===== src/rtl/dpe_sched_pkg.sv =====
// dpe_sched_pkg
// Shared constants and types for the CSA round-robin scheduler.
//   WIDTH, INPUT_VEC_LEN : operand element width and vector length of the
//                          shared simp_pipe_csa_N adder (DPE datapath values)
//   NUM_REQ              : number of requesters sharing the adder
//   REQ_ID_W             : width of a requester id
//   csa_tag_t            : {valid, id} travelling alongside each vector in the pipe
package dpe_sched_pkg;

  localparam int WIDTH         = 16;
  localparam int INPUT_VEC_LEN = 4;
  localparam int NUM_REQ       = 4;
  localparam int REQ_ID_W      = $clog2(NUM_REQ);

  typedef struct packed {
    logic                v;
    logic [REQ_ID_W-1:0] id;
  } csa_tag_t;

endpackage


===== src/rtl/csa_rr_sched_res_fifo.sv =====
// res_fifo
// Synchronous result FIFO with an occupancy count. The head entry is shown
// combinationally; the head data reads as zero while the FIFO is empty.
// Ports:
//   clk, rst        : clock, asynchronous active-high reset (empties the FIFO)
//   push, push_data : write an entry at the tail
//   pop             : remove the head entry (ignored while empty)
//   head_valid      : FIFO not empty
//   head_data       : head entry
//   count           : number of stored entries, 0..DEPTH
module res_fifo #(
  parameter int DEPTH = 4,
  parameter int DW    = 18
) (
  input  logic                       clk,
  input  logic                       rst,
  input  logic                       push,
  input  logic [DW-1:0]              push_data,
  input  logic                       pop,
  output logic                       head_valid,
  output logic [DW-1:0]              head_data,
  output logic [$clog2(DEPTH+1)-1:0] count
);

  localparam int PW = (DEPTH > 1) ? $clog2(DEPTH) : 1;
  localparam int CW = $clog2(DEPTH+1);

  logic [DW-1:0] mem [DEPTH];
  logic [PW-1:0] wr_ptr;
  logic [PW-1:0] rd_ptr;
  logic          do_pop;

  assign head_valid = (count != '0);
  assign do_pop     = pop && head_valid;
  assign head_data  = head_valid ? mem[rd_ptr] : '0;

  // Storage carries no reset; emptiness is tracked by count alone.
  always_ff @(posedge clk) begin
    if (push) mem[wr_ptr] <= push_data;
  end

  // Pointers wrap explicitly so non-power-of-two depths work too.
  always_ff @(posedge clk or posedge rst) begin
    if (rst) begin
      wr_ptr <= '0;
      rd_ptr <= '0;
      count  <= '0;
    end else begin
      if (push)   wr_ptr <= (wr_ptr == PW'(DEPTH-1)) ? '0 : wr_ptr + 1'b1;
      if (do_pop) rd_ptr <= (rd_ptr == PW'(DEPTH-1)) ? '0 : rd_ptr + 1'b1;
      if (push && !do_pop)      count <= count + 1'b1;
      else if (!push && do_pop) count <= count - 1'b1;
    end
  end

  // Keeps CW referenced for the count width check.
  logic unused_cw_ok;
  assign unused_cw_ok = (CW == $bits(count));

endmodule


===== src/rtl/csa_rr_sched.sv =====
// csa_rr_sched
// Round-robin scheduler that shares one fixed-latency CSA adder pipe among
// NUM_REQ requesters. Each issued vector is tagged with its requester id. The
// tag travels beside the pipe, and the sum is parked in a result FIFO that
// returns results in issue order. The pipe cannot stall, so a vector is only
// issued when a FIFO slot is already reserved for its result (credit).
// Ports:
//   clk, rst   : clock, asynchronous active-high reset
//   req_valid  : per-requester vector pending
//   req_data   : per-requester operand vectors
//   req_ready  : one-hot grant; a transfer happens on valid & ready
//   csa_in     : operands to the adder pipe (zero when not issuing)
//   csa_c_in   : adder carry-in, tied 0
//   csa_s      : adder pipe sum output
//   res_valid, res_ready, res_data, res_id : result stream (FIFO head)
//   busy       : work in flight or results waiting
module csa_rr_sched
  import dpe_sched_pkg::*;
#(
  parameter int PIPE_LAT   = 2,
  parameter int FIFO_DEPTH = 4
) (
  input  logic                                          clk,
  input  logic                                          rst,
  input  logic [NUM_REQ-1:0]                            req_valid,
  input  logic [NUM_REQ-1:0][INPUT_VEC_LEN-1:0][WIDTH-1:0] req_data,
  output logic [NUM_REQ-1:0]                            req_ready,
  output logic [INPUT_VEC_LEN-1:0][WIDTH-1:0]           csa_in,
  output logic                                          csa_c_in,
  input  logic [WIDTH-1:0]                              csa_s,
  output logic                                          res_valid,
  input  logic                                          res_ready,
  output logic [WIDTH-1:0]                              res_data,
  output logic [REQ_ID_W-1:0]                           res_id,
  output logic                                          busy
);

  localparam int CNT_W = $clog2(FIFO_DEPTH+1);
  localparam int ENT_W = WIDTH + REQ_ID_W;

  logic [REQ_ID_W-1:0] rr_ptr;
  logic [REQ_ID_W-1:0] grant_id;
  logic [REQ_ID_W-1:0] scan_idx;
  logic                found;
  logic                issue;
  int                  inflight;
  logic                tag_any;
  csa_tag_t            tag_pipe [PIPE_LAT];

  logic                push;
  logic [ENT_W-1:0]    push_data;
  logic                pop;
  logic                head_valid;
  logic [ENT_W-1:0]    head_data;
  logic [CNT_W-1:0]    fifo_count;

  assign csa_c_in = 1'b0;

  // Rotating priority scan: the first valid requester at or after rr_ptr wins.
  always_comb begin
    found    = 1'b0;
    grant_id = '0;
    scan_idx = '0;
    for (int k = 0; k < NUM_REQ; k++) begin
      scan_idx = REQ_ID_W'((int'(rr_ptr) + k) % NUM_REQ);
      if (!found && req_valid[scan_idx]) begin
        found    = 1'b1;
        grant_id = scan_idx;
      end
    end
  end

  // Every tag in the pipe already owns a FIFO slot. An issue is therefore
  // only safe while stored results plus in-flight tags leave room.
  always_comb begin
    inflight = 0;
    tag_any  = 1'b0;
    for (int i = 0; i < PIPE_LAT; i++) begin
      inflight = inflight + int'(tag_pipe[i].v);
      tag_any  = tag_any | tag_pipe[i].v;
    end
    issue = found && ((int'(fifo_count) + inflight) < FIFO_DEPTH);
  end

  always_comb begin
    req_ready = '0;
    csa_in    = '0;
    if (issue) begin
      req_ready[grant_id] = 1'b1;
      csa_in              = req_data[grant_id];
    end
  end

  always_ff @(posedge clk or posedge rst) begin
    if (rst) begin
      rr_ptr <= '0;
    end else if (issue) begin
      rr_ptr <= (grant_id == REQ_ID_W'(NUM_REQ-1)) ? '0 : grant_id + 1'b1;
    end
  end

  // Tag pipe mirrors the adder latency. Clearing it on reset is what makes
  // any sums still draining out of the adder be ignored.
  always_ff @(posedge clk or posedge rst) begin
    if (rst) begin
      for (int i = 0; i < PIPE_LAT; i++) tag_pipe[i] <= '0;
    end else begin
      tag_pipe[0] <= '{v: issue, id: grant_id};
      for (int i = 1; i < PIPE_LAT; i++) tag_pipe[i] <= tag_pipe[i-1];
    end
  end

  assign push      = tag_pipe[PIPE_LAT-1].v;
  assign push_data = {tag_pipe[PIPE_LAT-1].id, csa_s};
  assign pop       = head_valid & res_ready;

  res_fifo #(
    .DEPTH (FIFO_DEPTH),
    .DW    (ENT_W)
  ) u_res_fifo (
    .clk        (clk),
    .rst        (rst),
    .push       (push),
    .push_data  (push_data),
    .pop        (pop),
    .head_valid (head_valid),
    .head_data  (head_data),
    .count      (fifo_count)
  );

  assign res_valid = head_valid;
  assign res_data  = head_data[WIDTH-1:0];
  assign res_id    = head_data[WIDTH +: REQ_ID_W];
  assign busy      = tag_any | (fifo_count != '0);

  // The credit scheme must never let a result arrive at a full FIFO.
  no_overflow: assert property (@(posedge clk) disable iff (rst)
    !(push && (fifo_count == CNT_W'(FIFO_DEPTH)) && !pop));

endmodule


===== config.mk =====
export PLATFORM = sky130hd
export DESIGN_NAME = csa_rr_sched
export DESIGN_NICKNAME = d
export VERILOG_FILES = /design/src/rtl/dpe_sched_pkg.sv /design/src/rtl/csa_rr_sched_res_fifo.sv /design/src/rtl/csa_rr_sched.sv
export SDC_FILE = /design/constraint.sdc
export NUM_CORES = 1
export LEC_CHECK = 0
export BUFFER_PORTS_ARGS = -buffer_cell sky130_fd_sc_hd__buf_2
export CAP_MARGIN = 30
export CORE_AREA = 2 2 144 146
export CTS_BUF_LIST = sky130_fd_sc_hd__clkbuf_16
export CTS_CLUSTER_SIZE = 40
export DETAILED_ROUTE_END_ITERATION = 10
export DIE_AREA = 0 0 146 148
export GPL_ROUTABILITY_DRIVEN = 1
export PLACE_DENSITY_LB_ADDON = 0.25
export SYNTH_ARGS = -nofsm -noshare
export SYNTH_HDL_FRONTEND = slang
export SYNTH_SLANG_ARGS = --single-unit

===== constraint.sdc =====
create_clock -name clk -period 2.23 [get_ports clk]
set_clock_uncertainty 0.15 [all_clocks]
set_input_delay 0.1115 -clock clk [delete_from_list [all_inputs] [get_ports clk]]
set_output_delay 0.1115 -clock clk [all_outputs]
set_load 0.005 [all_outputs]

==> results_dict.tcl <==
set metrics [dict create \
    outcome "complete, but fails checks" \
    violations "setup timing" \
    cp-end-kind "output port" \
    cts_made_buffers 9 \
    final_common_cell "buf_2" \
    crit_buf_inv 4 \
    cp_max_fo 8 \
    holdPathStages 4 \
    power.internal_mw 7.54 \
    ir_drop_v 0.000482 \
    min_to "u_res_fifo.count[0]" \
    htree_levels 3 \
    fin_crit_sh 1.13 \
    rows 52 \
    power.leakage_nw 4.47 \
    syn_inst 411 \
    antenna_found_initial 13 \
    hp-class "input port to flip-flop" \
    period_needed_ns 2.52 \
    dr.pass1.iters 4 \
    multiInputGateArea_mm2 0.00320 \
    wirelength_um 24000 \
    syn_area_mm2 0.00575 \
    synth_top_area_cell "edfxtp_1" \
    switching_power_mw 4.37 \
    hold_viol_final 0 \
    setup_ws_ns -0.294 \
    ios 368 \
    pwr-share-comb 0.667 \
    max-slew-margin-rel 0.605 \
    gp_congestion 0.793 \
    path_clk_slew_ns 0.06 \
    die_height_um 148 \
    hold_ws_ns 0.0443 \
    path_class "flip-flop to output port" \
    final_antenna_net_count 0 \
    vias_per_cell 4.65 \
    rsz0062_at_grt "true" \
    rr_endpoint "u_res_fifo.count[2]" \
    synth_area_leaders "edfxtp_1 38%, mux2i_1 22%, o22ai_2 11%" \
    fillCellCount 1898 \
    final_nets 1140 \
    swShare 0.367 \
    yosys_register_bits 87 \
    drive_above_1_share 0.664 \
    final_cell_mix "365 x buf_2, 118 x mux2i_1, 72 x edfxtp_1" \
    power.share.clock 0.133 \
    wl_per_cell_um 21.2 \
    fin_cells 1134 \
    grt.total_usage 0.208 \
    worstSkewPairLatency_ns 0.34 \
    start_util 0.287 \
    syn2layout_area_growth_pct 65.6 \
    yosysTopAreaCellShare 0.376 \
    min_from "res_ready" \
    p_per_area_mw_per_mm2 1250 \
    numClockSinks 87 \
    cts_tree "done" \
    post-route-util 0.475 \
    ys_seq_area_frac 0.442 \
    dieArea_mm2 0.0216 \
    grt_pass1_wl_um 33200 \
    drt-initial-drc-count 208 \
    cpPeakStageDelay_ns 0.38 \
    clk_path_buf_depth 2 \
    grt_pass1_vias 5298 \
    path_cells "ha_1 > a21o_1 > a211oi_4 > buf_6 > nand2_8 > buf_12 > buf_16 > o22ai_1 > buf_2" \
    synthArstFlopShare 0.172 \
    grt_max_degree 37 \
    ys_types 34 \
    critPathLaunch "u_res_fifo.count[0]" \
    seq_area_mm2 0.00254 \
    start_kind "flip-flop" \
    hpwl_um 18000 \
    tightest_slew_ns 0.592 \
    dp_cells 1063 \
    ys_warn_count 0 \
    core-area_mm2 0.0200 \
    drcViolationCount 0 \
    critPathRequiredTime_ns 1.97 \
    fmax_mhz 396 \
    slew_violations 0 \
    setup_violations 67 \
    crit_slowest_cell "dfrtp_1" \
    syn_avg_cell_area_um2 14.0 \
    cap_violations 0 \
    worst-r2r-setup-slack_ns 0.06 \
    rr_startpoint "u_res_fifo.count[0]" \
    vias 5277 \
    synth-edff-count 72 \
    die_w_um 146 \
    ff2ff_path_depth 9 \
    synth_fp_nets 702 \
    ctsRootBufferMaster "clkbuf_16" \
    seqPwrFrac 0.200 \
    cp.arrival_ns 2.26 \
    portBuffers 366 \
    path_delay_family "buffers and inverters" \
    grt_overflow_total 0 \
    ys.flop_type "edfxtp_1" \
]
-- flip-flops by register name, indices dropped and copies added (netlist names) --
name               cells
u_res_fifo.mem        72
u_res_fifo.wr_ptr      2
rr_ptr                 2
tag_pipe               3
push_data              2
u_res_fifo.count       3
push                   1
u_res_fifo.rd_ptr      2
-- logic make-up (layout without fill, tap and decap cells) --
group	after synthesis	in the layout	share of synthesized area
adder cells (fa/ha/maj)	12	12	0.0274
flip-flops	87	87	0.442
AND/OR/NAND/NOR	41	42	0.0451
other	1	11	0.000653
multiplexers	150	150	0.301
XOR/XNOR	3	3	0.00457
buffers and inverters	43	485	0.0425
AO/OA/AOI/OAI	74	74	0.137
-- through the flow --
step	worst slack, ns	total power [mW]	cell area [um2]	setup TNS [ns]
floorplan	0.0623	6.31	5750	0
global placement	0.0146	8.80	8200	0
detailed placement	-0.0423	8.83	8200	-0.422
CTS	-0.311	11.6	9240	-17.76
global route	-0.384	12.6	9500	-21.68
finish	-0.294	11.9	9520	-15.60
-- power groups by stage --
stage               clock network (mW)  registers, mW  logic, mW
floorplan                            0           2.40       3.90
global placement                     0           2.41       6.39
detailed placement                   0           2.42       6.41
CTS                               1.62           2.38       7.57
global route                      1.69           2.42       8.50
finish                            1.58           2.38       7.94
-- worst max-delay path by stage --
stage	end	depth (start not counted)	slack, ns
2_1_floorplan	u_res_fifo.count[2]	8	0.06
3_3_place_gp	csa_in[27]	8	0.01
3_5_place_dp	csa_in[60]	8	-0.04
4_1_cts	csa_in[4]	9	-0.31
5_1_grt	csa_in[61]	9	-0.38
6_report	csa_in[61]	9	-0.29
-- routing by layer --
metal  wire (um)  vias up  GRT usage
met2       11900      205      0.347
met1        9810     2533      0.279
li1            -     2517          -
met3        2080       18     0.0472
met5          20        -          0
met4         207        4     0.0427
-- cells in the mapped netlist, types with 3 or more instances --
| master | number |
|---|---|
| buf_6 | 6 |
| inv_1 | 8 |
| o22ai_1 | 15 |
| mux4_2 | 18 |
| mux2i_1 | 129 |
| mux2_2 | 3 |
| buf_2 | 24 |
| o22ai_2 | 49 |
| ha_1 | 11 |
| clkbuf_1 | 3 |
| nand2_1 | 3 |
| and2_1 | 26 |
| edfxtp_1 | 72 |
| dfrtp_1 | 15 |
| o21ai_0 | 3 |
| a21oi_1 | 3 |
-- worst register-to-register path, delay by kind of cell (launching register included) --
family | cells | cell delay [ns]
AND/OR/NAND/NOR | 3 | 0.60
adder cells (fa/ha/maj) | 2 | 0.51
flip-flops | 1 | 0.38
XOR/XNOR | 2 | 0.28
buffers and inverters | 2 | 0.18
-- repair_timing --
action	4_1_cts	5_1_grt
buffers inserted	13	6
resized for setup	35	39
pin swaps	29	32
setup endpoints to repair	68	71
cloned	10	2
hold buffers	17	0
endpoints found under the hold margin	79	0
-- final cells by class --
class	instances	area share
tap	270	0.0355
clock buffer	9	0.0237
sequential	87	0.267
antenna	10	0.00263
clock inverter	7	0.00999
timing repair buffer	461	0.321
inverter	8	0.00368
multi-input combinational	282	0.337
Power figures use the tool's default switching activity.
